`config.mk`:
```
export PLATFORM = sky130hd
export DESIGN_NAME = card_dealer
export DESIGN_NICKNAME = d
export VERILOG_FILES = /design/src/rtl/blackjack_pkg.sv /design/src/rtl/card_decode.sv /design/src/rtl/card_dealer.sv
export SDC_FILE = /design/constraint.sdc
export NUM_CORES = 1
export LEC_CHECK = 0
export CORE_ASPECT_RATIO = 2
export CORE_UTILIZATION = 60
export DETAILED_ROUTE_END_ITERATION = 6
export PLACE_DENSITY = 0.81
export SYNTH_ARGS = -nofsm -noshare
export SYNTH_HDL_FRONTEND = slang
export SYNTH_SLANG_ARGS = --single-unit
```
`constraint.sdc`:
```
create_clock -name clock_in -period 3.4 [get_ports clock_in]
set_input_delay 0.85 -clock clock_in [delete_from_list [all_inputs] [get_ports clock_in]]
set_output_delay 0.85 -clock clock_in [all_outputs]
set_load 0.02 [all_outputs]
```
`src/rtl/blackjack_pkg.sv`:
```
// Shared constants and types for the Blackjack card path.
// Deck geometry, dealer states and card value encoding.
package blackjack_pkg;

    localparam int DECK_SIZE = 52;
    localparam int NUM_RANKS = 13;
    localparam int CARD_W    = 6;
    localparam int RANK_W    = 4;

    localparam logic [3:0] ACE_VALUE     = 4'd1;
    localparam logic [3:0] FACE_VALUE    = 4'd10;
    localparam logic [3:0] FACE_MIN_RANK = 4'd10;

    typedef enum logic [1:0] {
        IDLE      = 2'd0,
        DRAW      = 2'd1,
        EMPTY_ERR = 2'd2
    } dealer_state_e;

    typedef struct packed {
        logic [RANK_W-1:0] rank;
        logic [3:0]        value;
        logic              is_ace;
    } card_info_t;

endpackage

```
`src/rtl/card_decode.sv`:
```
// Card index to rank/value/ace, using a subtract-by-13 chain instead of a divider.
// Purely combinational; the dealer registers the result on a hit.
module card_decode
    import blackjack_pkg::*;
(
    input  logic [CARD_W-1:0] card_in,
    output card_info_t        info_out
);

    logic [CARD_W-1:0] rem;
    logic [RANK_W-1:0] rank;

    // Four stages cover every 6-bit index, including the unused 52..63.
    always_comb begin
        rem = card_in;
        for (int i = 0; i < 4; i++) begin
            if (rem >= CARD_W'(NUM_RANKS)) begin
                rem = rem - CARD_W'(NUM_RANKS);
            end
        end
    end

    always_comb begin
        rank            = RANK_W'(rem) + RANK_W'(1);
        info_out.rank   = rank;
        info_out.is_ace = (rem == '0);
        if (rem == '0) begin
            info_out.value = ACE_VALUE;
        end else if (rank >= FACE_MIN_RANK) begin
            info_out.value = FACE_VALUE;
        end else begin
            info_out.value = rank;
        end
    end

endmodule

```
`src/rtl/card_dealer.sv`:
```
// Draws cards without replacement by rejection-sampling the LFSR stream
// against a dealt-card mask; one card per request.
module card_dealer #(
    parameter int DECK_SIZE = 52,
    parameter int RAND_W    = 6
) (
    input  logic              clock_in,
    input  logic              reset_in,
    input  logic [RAND_W-1:0] rand_in,
    input  logic              shuffle_in,
    input  logic              deal_req_in,
    output logic [5:0]        card_out,
    output logic [3:0]        rank_out,
    output logic [3:0]        value_out,
    output logic              is_ace_out,
    output logic              card_valid_out,
    output logic              empty_err_out,
    output logic              busy_out,
    output logic [5:0]        cards_left_out
);
    import blackjack_pkg::*;

    dealer_state_e         state_q, state_d;
    logic [DECK_SIZE-1:0]  mask_q, mask_d;
    logic [CARD_W-1:0]     cards_left_q, cards_left_d;
    logic [CARD_W-1:0]     card_q, card_d;
    card_info_t            info_q, info_d;
    logic                  valid_q, valid_d;

    logic [RAND_W-1:0]     cand;
    logic [CARD_W-1:0]     cand_card;
    logic [DECK_SIZE-1:0]  hit_vec;
    logic                  taken;
    logic                  hit;
    card_info_t            dec_info;

    // LFSR never yields 0, so subtract one to make card 0 reachable.
    assign cand      = rand_in - RAND_W'(1);
    assign cand_card = CARD_W'(cand);

    // Out-of-range candidates match no mask bit and read as taken.
    always_comb begin
        taken   = 1'b1;
        hit_vec = '0;
        for (int i = 0; i < DECK_SIZE; i++) begin
            if (cand == RAND_W'(i)) begin
                taken      = mask_q[i];
                hit_vec[i] = 1'b1;
            end
        end
    end

    assign hit = !taken;

    card_decode u_decode (
        .card_in  (cand_card),
        .info_out (dec_info)
    );

    always_comb begin
        state_d      = state_q;
        mask_d       = mask_q;
        cards_left_d = cards_left_q;
        card_d       = card_q;
        info_d       = info_q;
        valid_d      = 1'b0;
        if (shuffle_in) begin
            state_d      = IDLE;
            mask_d       = '0;
            cards_left_d = CARD_W'(DECK_SIZE);
        end else begin
            unique case (state_q)
                IDLE: begin
                    if (deal_req_in) begin
                        if (cards_left_q == '0) begin
                            state_d = EMPTY_ERR;
                        end else begin
                            state_d = DRAW;
                        end
                    end
                end
                DRAW: begin
                    if (hit) begin
                        state_d      = IDLE;
                        mask_d       = mask_q | hit_vec;
                        cards_left_d = cards_left_q - CARD_W'(1);
                        card_d       = cand_card;
                        info_d       = dec_info;
                        valid_d      = 1'b1;
                    end
                end
                EMPTY_ERR: begin
                    state_d = IDLE;
                end
                default: begin
                    state_d = IDLE;
                end
            endcase
        end
    end

    always_ff @(posedge clock_in or negedge reset_in) begin
        if (!reset_in) begin
            state_q      <= IDLE;
            mask_q       <= '0;
            cards_left_q <= CARD_W'(DECK_SIZE);
            card_q       <= '0;
            info_q       <= '0;
            valid_q      <= 1'b0;
        end else begin
            state_q      <= state_d;
            mask_q       <= mask_d;
            cards_left_q <= cards_left_d;
            card_q       <= card_d;
            info_q       <= info_d;
            valid_q      <= valid_d;
        end
    end

    assign card_out       = card_q;
    assign rank_out       = info_q.rank;
    assign value_out      = info_q.value;
    assign is_ace_out     = info_q.is_ace;
    assign card_valid_out = valid_q;
    assign empty_err_out  = (state_q == EMPTY_ERR);
    assign busy_out       = (state_q != IDLE);
    assign cards_left_out = cards_left_q;

endmodule

```
==> results of run 1 <==
==> per-stage QoR <==
step                      cell area (um^2)  setup WS (ns)  hold WS (ns)
after floorplan                       5550          -3.01         0.437
after global placement                7140          -3.16         0.458
after detailed placement              7140          -3.41         0.471
after CTS                             8380          -2.61         0.487
==> Yosys cell counts (all sizes together) (8+ instances only) <==
cell type	n
a21oi	56
inv	39
nor2	83
dfrtp	73
nand3	10
and3	8
and2	18
clkbuf	23
o21ai	30
buf	11
ha	16
nor2b	8
nand4	8
a211oi	13
nand2	52
o22ai	27
nand2b	13
a31oi	14
xnor2	13
nor3	16
==> metal layers <==
metal	track usage, %	overflow
met4	92.2	82
met1	83.1	2
met5	21.9	4
met3	75.3	6
met2	105	181
==> kinds of logic after synthesis <==
logic type / share of synthesized area [%]
adders and majority gates: 3.73
DFF: 35.6
and+or+nand+nor: 23.4
xor gates and xnor gates: 2.92
buffers and inverters: 5.51
muxes: 1.87
AOI/OAI and AO/OA: 27.0
==> what timing repair did <==
action | CTS
pin swaps | 48
gates resized for setup | 139
buffers inserted | 37
endpoints found under the setup margin | 74
gates cloned | 3
==> results.yml, run 1 <==
global_route:
  first_global_vias: 9482
  grt.total_usage_pct: 88.0
  grt_overflow: 275
  grt_pass1_wl_um: 59800
  grt_max_degree: 77
die:
  start_util_pct: 62.0
  rows: 48
  pin_count: 34
  die_y_um: 136
  die_x_um: 68.8
outcome:
  error: "[ERROR GRT-0116] Global routing finished with congestion. Check the congestion regions in the DRC Viewer."
  haltStage: "5_1_grt"
  status: "aborted with a tool error"
synth:
  synth_area_um2: 5360
  synthArstFlopShare_pct: 100
  synth_top_area_share_pct: 34.1
  postSynthCellCount: 650
  synthTopCellsByArea: "dfrtp_1 34%, nor2_1 5.7%, a21oi_1 5.0%, ha_1 3.7%, nand2_1 3.6%"
  yosysTopAreaCell: "dfrtp_1"
  synth_ff_type: "dfrtp_1"
  ys_seq_area_share_pct: 35.6
  syn_avg_cell_area_um2: 8.25
  synth-edff-count: 0
  synth_seq_cells: 76
  synth_nets: 676
  ys_types: 86
  yosys_warnings: 0
clock_tree:
  h-tree-depth: 3
  cts_buffers: 9
  cts_hold_buf: 0
  cts_buffer_depth: 2
  clockRootBuffer: "clkbuf_16"
  clock-sinks: 76
placed_design:
  port_buffers: 33
  dp_hpwl_um: 14600
  gp_congestion: 1.05
  dp_cells: 923
==> run 2: changes to the inputs <==
CORE_ASPECT_RATIO = unset   (was 2)
CORE_UTILIZATION = 40   (was 60)
PLACE_DENSITY = unset   (was 0.81)
PLACE_DENSITY_LB_ADDON = 0.15   (was unset)
==> run 2 against run 1 <==
Synthesized cell count is the same. Synthesized area is the same. The flow now finishes, with violations (negative setup slack).
==> results.yml, run 2 <==
synth:
  postSynthCellCount: 650
  synth_top_family_by_area: "compound AO/OA/AOI/OAI gates"
  synth-simple-area-share_pct: 23.4
  synth_seq_cells: 76
  syn_avg_cell_area_um2: 8.25
  synth_compound_area_share_pct: 27.0
  ys_seq_area_share_pct: 35.6
  yosys_warnings: 0
  ys_types: 86
  synthArstFlopShare_pct: 100
  synthXorXnorAreaFrac_pct: 2.92
  synthTopCellsByArea: "dfrtp_1 34%, nor2_1 5.7%, a21oi_1 5.0%, ha_1 3.7%, nand2_1 3.6%"
  synthMuxAreaShare_pct: 1.87
  synth_nets: 676
  synth_top_area_share_pct: 34.1
  synth_ff_type: "dfrtp_1"
  yosysTopAreaCell: "dfrtp_1"
  synth_area_um2: 5360
  synth-edff-count: 0
  netlist_top_cells_count: "82 x nor2_1, 73 x dfrtp_1, 54 x a21oi_1, 52 x nand2_1, 39 x inv_1"
  yosys.area_share.adder_pct: 3.73
  synth_most_common_cell: "nor2_1"
worst_setup_path:
  worstPathRequired_ns: 3.61
  cp_top_family: "simple AND/OR/NAND/NOR gates"
  worstPathArrival_ns: 6.17
  endpoint_kind: "flip-flop"
  ff2ff_setup_slack_ns: 0.36
  crit_path_max_fanout: 6
  slowest_stage: "or4_1"
  cp_num_buf_inv: 6
  r2r_cells: 14
  r2r_end: "value_out[0]"
  start_kind: "input pin"
  critical_path_class: "in2reg"
  r2r-start: "mask_q[37]"
  crit_top_cell: "ha_4"
  cpPeakStageDelay_ns: 0.41
timing:
  final-max-slew-violation-count: 0
  rsz0062_at_grt: "true"
  max_slew.worst_pin.slew_ns: 0.948
  worst_slack_ns: -2.56
  period_needed_ns: 5.96
  fin_crit_sh_pct: 175
  max_freq_mhz: 168
  slew_headroom_pct: 36.8
  skew_ns: 0.0109
  setup_viol: 74
  finalHoldViolCount: 0
die:
  die_area_um2: 13900
  die_y_um: 118
  die_x_um: 118
  start_util_pct: 41.8
  pin_count: 34
  rows: 41
  core_um2: 12800
routing:
  drt-wirelength-per-cell_um: 18.1
  vias: 6096
  finalWirelength_um: 19200
  ant_nets: 0
  routed_via_density: 5.73
  drt-pass1-iter-count: 5
  drt_iter0_markers: 512
  remaining_drc_errors: 0
finish:
  n_fill_cell: 1007
  mostFrequentLayoutCells: "205 x buf_4, 79 x nor2_1, 73 x dfrtp_1"
  fin_area_um2: 8610
  final_common_cell: "buf_4"
  n_antenna_cell: 0
  fin_nets: 912
  largest_reg_flops: 52
  drive_above_1_share_pct: 41.6
  area_growth_pct: 60.6
  max_flop_register: "mask_q"
clock_tree:
  h-tree-depth: 3
  clockRootBuffer: "clkbuf_16"
  clock-sinks: 76
  clk_pin_slew_ns: 0.06
  insertion_delay_ns: 0.35
  cts_buffer_depth: 2
  cts_buffers: 9
  cts_hold_buf: 0
  tritoncts: "done"
placed_design:
  placed_area_um2: 7310
  port_buffers: 33
  gp_congestion: 0.957
  dp_hpwl_um: 13600
  pre_cts_slack_ns: -3.43
run:
  drv_cap: 0
global_route:
  grt_pass1_wl_um: 30900
  grt.total_usage_pct: 28.1
  antenna_found_initial: 0
  grt_overflow: 0
  first_global_vias: 6073
  grt_max_degree: 77
outcome:
  status: "finished with violations"
  violations: "negative setup slack"
min_path:
  whs_path_depth: 1
  min_to: "state_q[0]"
  min_from: "state_q[1]"
  min_path_type: "reg2reg"
power:
  peakVddDrop_mv: 0.534
  pwr_density_cell_nw_per_um2: 583
  cellLeakagePower_nw: 3.78
==> run 2: cell counts after synthesis <==
Identical to the previous run, type by type.
==> run 2: kinds of logic after synthesis <==
group / after synthesis
compound gates: 208
xor+xnor: 17
fa+ha+maj: 16
buf+inv: 73
flops: 76
mux: 9
simple gates: 251
==> run 2: repair_timing <==
action | in CTS | in global routing
setup endpoints to repair | 74 | 74
pin swaps | 34 | 29
cloned | 1 | 0
buffers inserted | 32 | 12
resized for setup | 130 | 32
==> run 2: worst register-to-register path, cell delays in order (launching register included) <==
cell       delay [ns]
dfrtp_1          0.38
nor2b_1          0.07
nor3_1           0.19
a21oi_1          0.09
a2111oi_2        0.37
buf_4            0.16
o21ai_0          0.14
a311oi_2         0.37
a31oi_4          0.15
nand3b_1         0.12
buf_6            0.18
inv_8            0.05
nand2_2          0.08
nor3b_4          0.05
or4_1            0.52
==> run 2: area by class of cell <==
| cell class | count | area (um^2) | area share (%) |
|---|---|---|---|
| clock inverters | 5 | 36.3 | 0.421 |
| well taps | 172 | 215 | 2.50 |
| clock buffers | 11 | 243 | 2.82 |
| inverters | 39 | 161 | 1.87 |
| repair buffers | 259 | 2140 | 24.9 |
| multi-input cells | 501 | 3910 | 45.4 |
| flip-flops and latches | 76 | 1910 | 22.1 |
==> run 2: worst max path at each step <==
stage                     from           end  slack, ns  cells after the start
CTS                 rand_in[1]  value_out[0]      -2.53                     25
finish              rand_in[0]  value_out[0]      -2.56                     30
global placement    rand_in[0]  value_out[0]      -3.22                     29
detailed placement  rand_in[0]  value_out[0]      -3.43                     29
floorplan           rand_in[0]  value_out[0]      -3.01                     30
global route        rand_in[0]  value_out[0]      -2.78                     30
==> run 2: through the flow <==
step / instances / hold WS (ns) / util, % / power, mW / setup TNS [ns]
3_5_place_dp: 1005 / 0.465 / 57.0 / 3.21 / -150.60
3_3_place_gp: 1005 / 0.451 / 57.0 / 3.15 / -140.88
6_report: 1063 / 0.473 / 67.1 / 5.02 / -64.93
4_1_cts: 1053 / 0.474 / 65.5 / 4.77 / -54.53
2_1_floorplan: 650 / 0.437 / - / 2.31 / -74.45
5_1_grt: 1063 / 0.498 / 67.1 / 5.26 / -75.20
==> run 2: layer usage <==
metal	wire length [um]	up-vias	share of wire, %	GRT usage (%)
met5	0	-	0	0
met4	355	0	1.8	11.4
met3	1210	35	6.3	5.43
met2	9030	227	47	43.8
met1	8610	2972	45	38.1
li1	-	2862	-	-
==> run 2: report_power, final <==
group	leakage, nW	switching, mW	internal (mW)	total [mW]
clock	0.128	0.401	0.516	0.916
sequential	1.03	0.0583	0.997	1.06
combinational	2.62	1.46	1.59	3.05
total	3.78	1.92	3.10	5.02
No activity file was read; power rests on OpenSTA's default activity.
==> run 3: changes to the inputs <==
SYNTH_HIERARCHICAL = 1   (was unset)
==> run 3 against run 2 <==
The flow still finishes with violations (negative setup slack). Synthesized area grew 1.9%. Clock-buffer cell count grew 1. Critical path depth shrank 4. First-iteration DRC count shrank 29%. Clock power grew 10%. Worst setup slack gained 1.0 ns. Sequential power is essentially flat. Sequential share of layout area grew 0.12 points. Non-clock buffer count shrank 39. Fmax grew 20%. Largest cell class unchanged. Largest power group unchanged. Highest routed layer unchanged.
==> results.yml, run 3 <==
routing:
  vias: 5953
  drt-pass1-iter-count: 5
  drt-wirelength-per-cell_um: 19.0
  drt_iter0_markers: 365
  routed_via_density: 5.87
  ant_nets: 0
  finalWirelength_um: 19200
  remaining_drc_errors: 0
finish:
  fin_nets: 855
  instances_no_fill: 1014
  mostFrequentLayoutCells: "162 x buf_4, 91 x nor2_1, 73 x dfrtp_1"
  final_common_cell: "buf_4"
  largest_reg_flops: 52
  regArea_um2: 1910
  max_flop_register: "mask_q"
  drive_above_1_share_pct: 42.6
  n_fill_cell: 1111
  utilization_pct: 64.4
  multiInputGateArea_um2: 4090
  n_antenna_cell: 0
  area_growth_pct: 56.8
timing:
  skew_ns: 0.00851
  final-max-slew-violation-count: 0
  setup_viol: 71
  rsz0062_at_grt: "true"
  hold_ws_ns: 0.500
  slew_headroom_pct: 35.0
  worst_slack_ns: -1.55
  finalHoldViolCount: 0
  max_freq_mhz: 202
  fin_crit_sh_pct: 146
  max_slew.worst_pin.slew_ns: 0.975
  period_needed_ns: 4.95
clock_tree:
  cts_hold_buf: 0
  tritoncts: "done"
  cts_buffers: 9
  insertion_delay_ns: 0.34
  h-tree-depth: 3
  clk_pin_slew_ns: 0.06
  clockRootBuffer: "clkbuf_16"
  clock-sinks: 76
  cts_buffer_depth: 2
worst_setup_path:
  crit_path_max_fanout: 6
  endpoint_kind: "flip-flop"
  start_kind: "input pin"
  worstPathRequired_ns: 3.62
  worstPathArrival_ns: 5.18
  critical_path_class: "in2reg"
synth:
  netlist_top_cells_count: "96 x nor2_1, 73 x dfrtp_1, 52 x a31oi_1, 37 x nand2_1, 35 x a21oi_1"
  synth_seq_cells: 76
  ys_seq_area_share_pct: 34.9
  yosys_warnings: 6
  synth-edff-count: 0
  synthArstFlopShare_pct: 100
  synth_nets: 672
  syn_avg_cell_area_um2: 8.41
  postSynthCellCount: 650
  yosysTopAreaCell: "dfrtp_1"
  synthTopCellsByArea: "dfrtp_1 33%, nor2_1 6.6%, a31oi_1 6.0%, a21oi_1 3.2%, ha_1 2.7%"
  synth_most_common_cell: "nor2_1"
  ys_types: 90
  synth_top_area_share_pct: 33.4
  synth_area_um2: 5460
  synth_ff_type: "dfrtp_1"
power:
  power_mw: 4.15
  peakVddDrop_mv: 0.283
  cellLeakagePower_nw: 3.58
  pwr_density_cell_nw_per_um2: 484
die:
  rows: 42
  die_y_um: 119
  core_um2: 13300
  start_util_pct: 41.1
  die_x_um: 119
  pin_count: 34
  die_area_um2: 14100
global_route:
  grt_pass1_wl_um: 30200
  grt_max_degree: 77
  grt.total_usage_pct: 27.1
  grt_overflow: 0
  antenna_found_initial: 0
  first_global_vias: 5830
run:
  drv_cap: 0
outcome:
  violations: "negative setup slack"
  status: "finished with violations"
placed_design:
  gp_congestion: 0.890
  dp_cells: 955
  port_buffers: 33
  dp_hpwl_um: 13100
min_path:
  min_path_type: "reg2reg"
run 3: cell count changes in the layout (fill, tap and decap cells not counted), sizes merged, moves of 13 or more:
cell   before  now
o22ai      27    2
inv        40   25
nand2      52   39
buf       231  191
mux2        5   18
a21oi      56   35
and2       18    3
a31oi      14   52
nor2       83   96
run 3: path summary, 6_finish.rpt:
kind                            start      endpoint  cells after the start  slack [ns]
setup / recovery           rand_in[0]  value_out[2]                     26       -1.55
max in group asynchronous    reset_in    mask_q[29]                      1        2.10
hold / removal             mask_q[28]    mask_q[28]                      2        0.50
min in group asynchronous    reset_in  value_out[1]                      1        0.66
hold reg to reg            mask_q[28]    mask_q[28]                      2        0.50
setup reg to reg           mask_q[27]  value_out[0]                     10        0.71
run 3: final cells by class:
| type | instances | share of cell area, % |
|---|---|---|
| repair buffers | 220 | 22.7 |
| clock buffers | 12 | 2.76 |
| multi-input cells | 501 | 47.7 |
| clock inverters | 4 | 0.862 |
| inverters | 25 | 1.10 |
| flip-flops and latches | 76 | 22.2 |
| well taps | 176 | 2.57 |
run 3: cells by family (layout without fill, tap and decap cells):
| group | after synthesis | in the layout | synth area share (%) |
|---|---|---|---|
| compound gates | 213 | 213 | 27.3 |
| xor+xnor | 11 | 11 | 1.90 |
| fa+ha+maj | 12 | 12 | 2.75 |
| buf+inv | 74 | 261 | 6.73 |
| flops | 76 | 76 | 34.9 |
| mux | 23 | 23 | 4.69 |
| simple gates | 241 | 242 | 21.7 |
run 3: timing repair:
item	in CTS	in global routing
pin swaps	14	28
setup endpoints to repair	71	71
resized for setup	78	80
buffers inserted	21	19
cloned	1	3
run 3: metrics by stage:
step	worst slack, ns	instance area, um^2	TNS (ns)
floorplan	-2.07	5710	-15.29
CTS	-1.55	7920	-21.66
finish	-1.55	8570	-26.60
detailed placement	-2.51	7120	-76.99
global placement	-2.44	7120	-78.83
global route	-1.68	8570	-35.19
run 3: per-layer routing:
metal  part of all wire, %  vias up  GRT usage (%)
met5                     0        -              0
met4                   3.3        0           12.1
met3                   4.6       41           3.74
met2                    50      198           45.7
met1                    42     2947           34.4
li1                      -     2767              -
run 3: worst max-delay path, stage by stage:
cell,delay (ns)
buf_8,0.09
or4_4,0.55
nor2_4,0.14
xor2_4,0.22
buf_6,0.13
nor2_4,0.05
or3_4,0.37
and3_4,0.21
nor3_4,0.16
a211oi_2,0.08
o211ai_4,0.22
inv_2,0.07
ha_4,0.16
nor2b_4,0.11
a21oi_2,0.05
a31o_4,0.26
buf_6,0.12
xnor2_4,0.12
inv_2,0.08
ha_4,0.12
inv_2,0.03
or2_4,0.22
or3_4,0.35
inv_2,0.08
nor3b_1,0.05
mux2_4,0.27
run 3: power breakdown:
group          internal, mW  leakage, nW  total (mW)  switching (mW)
Clock                 0.643        0.151        1.01           0.364
Sequential             1.00         1.02        1.06          0.0614
Combinational          1.08         2.40        2.08            1.00
==> run 4: changes to the inputs <==
ABC_AREA = 0   (was unset)
==> results of run 4 <==
The final DEF is identical to that of run 3; final timing and power are the same.
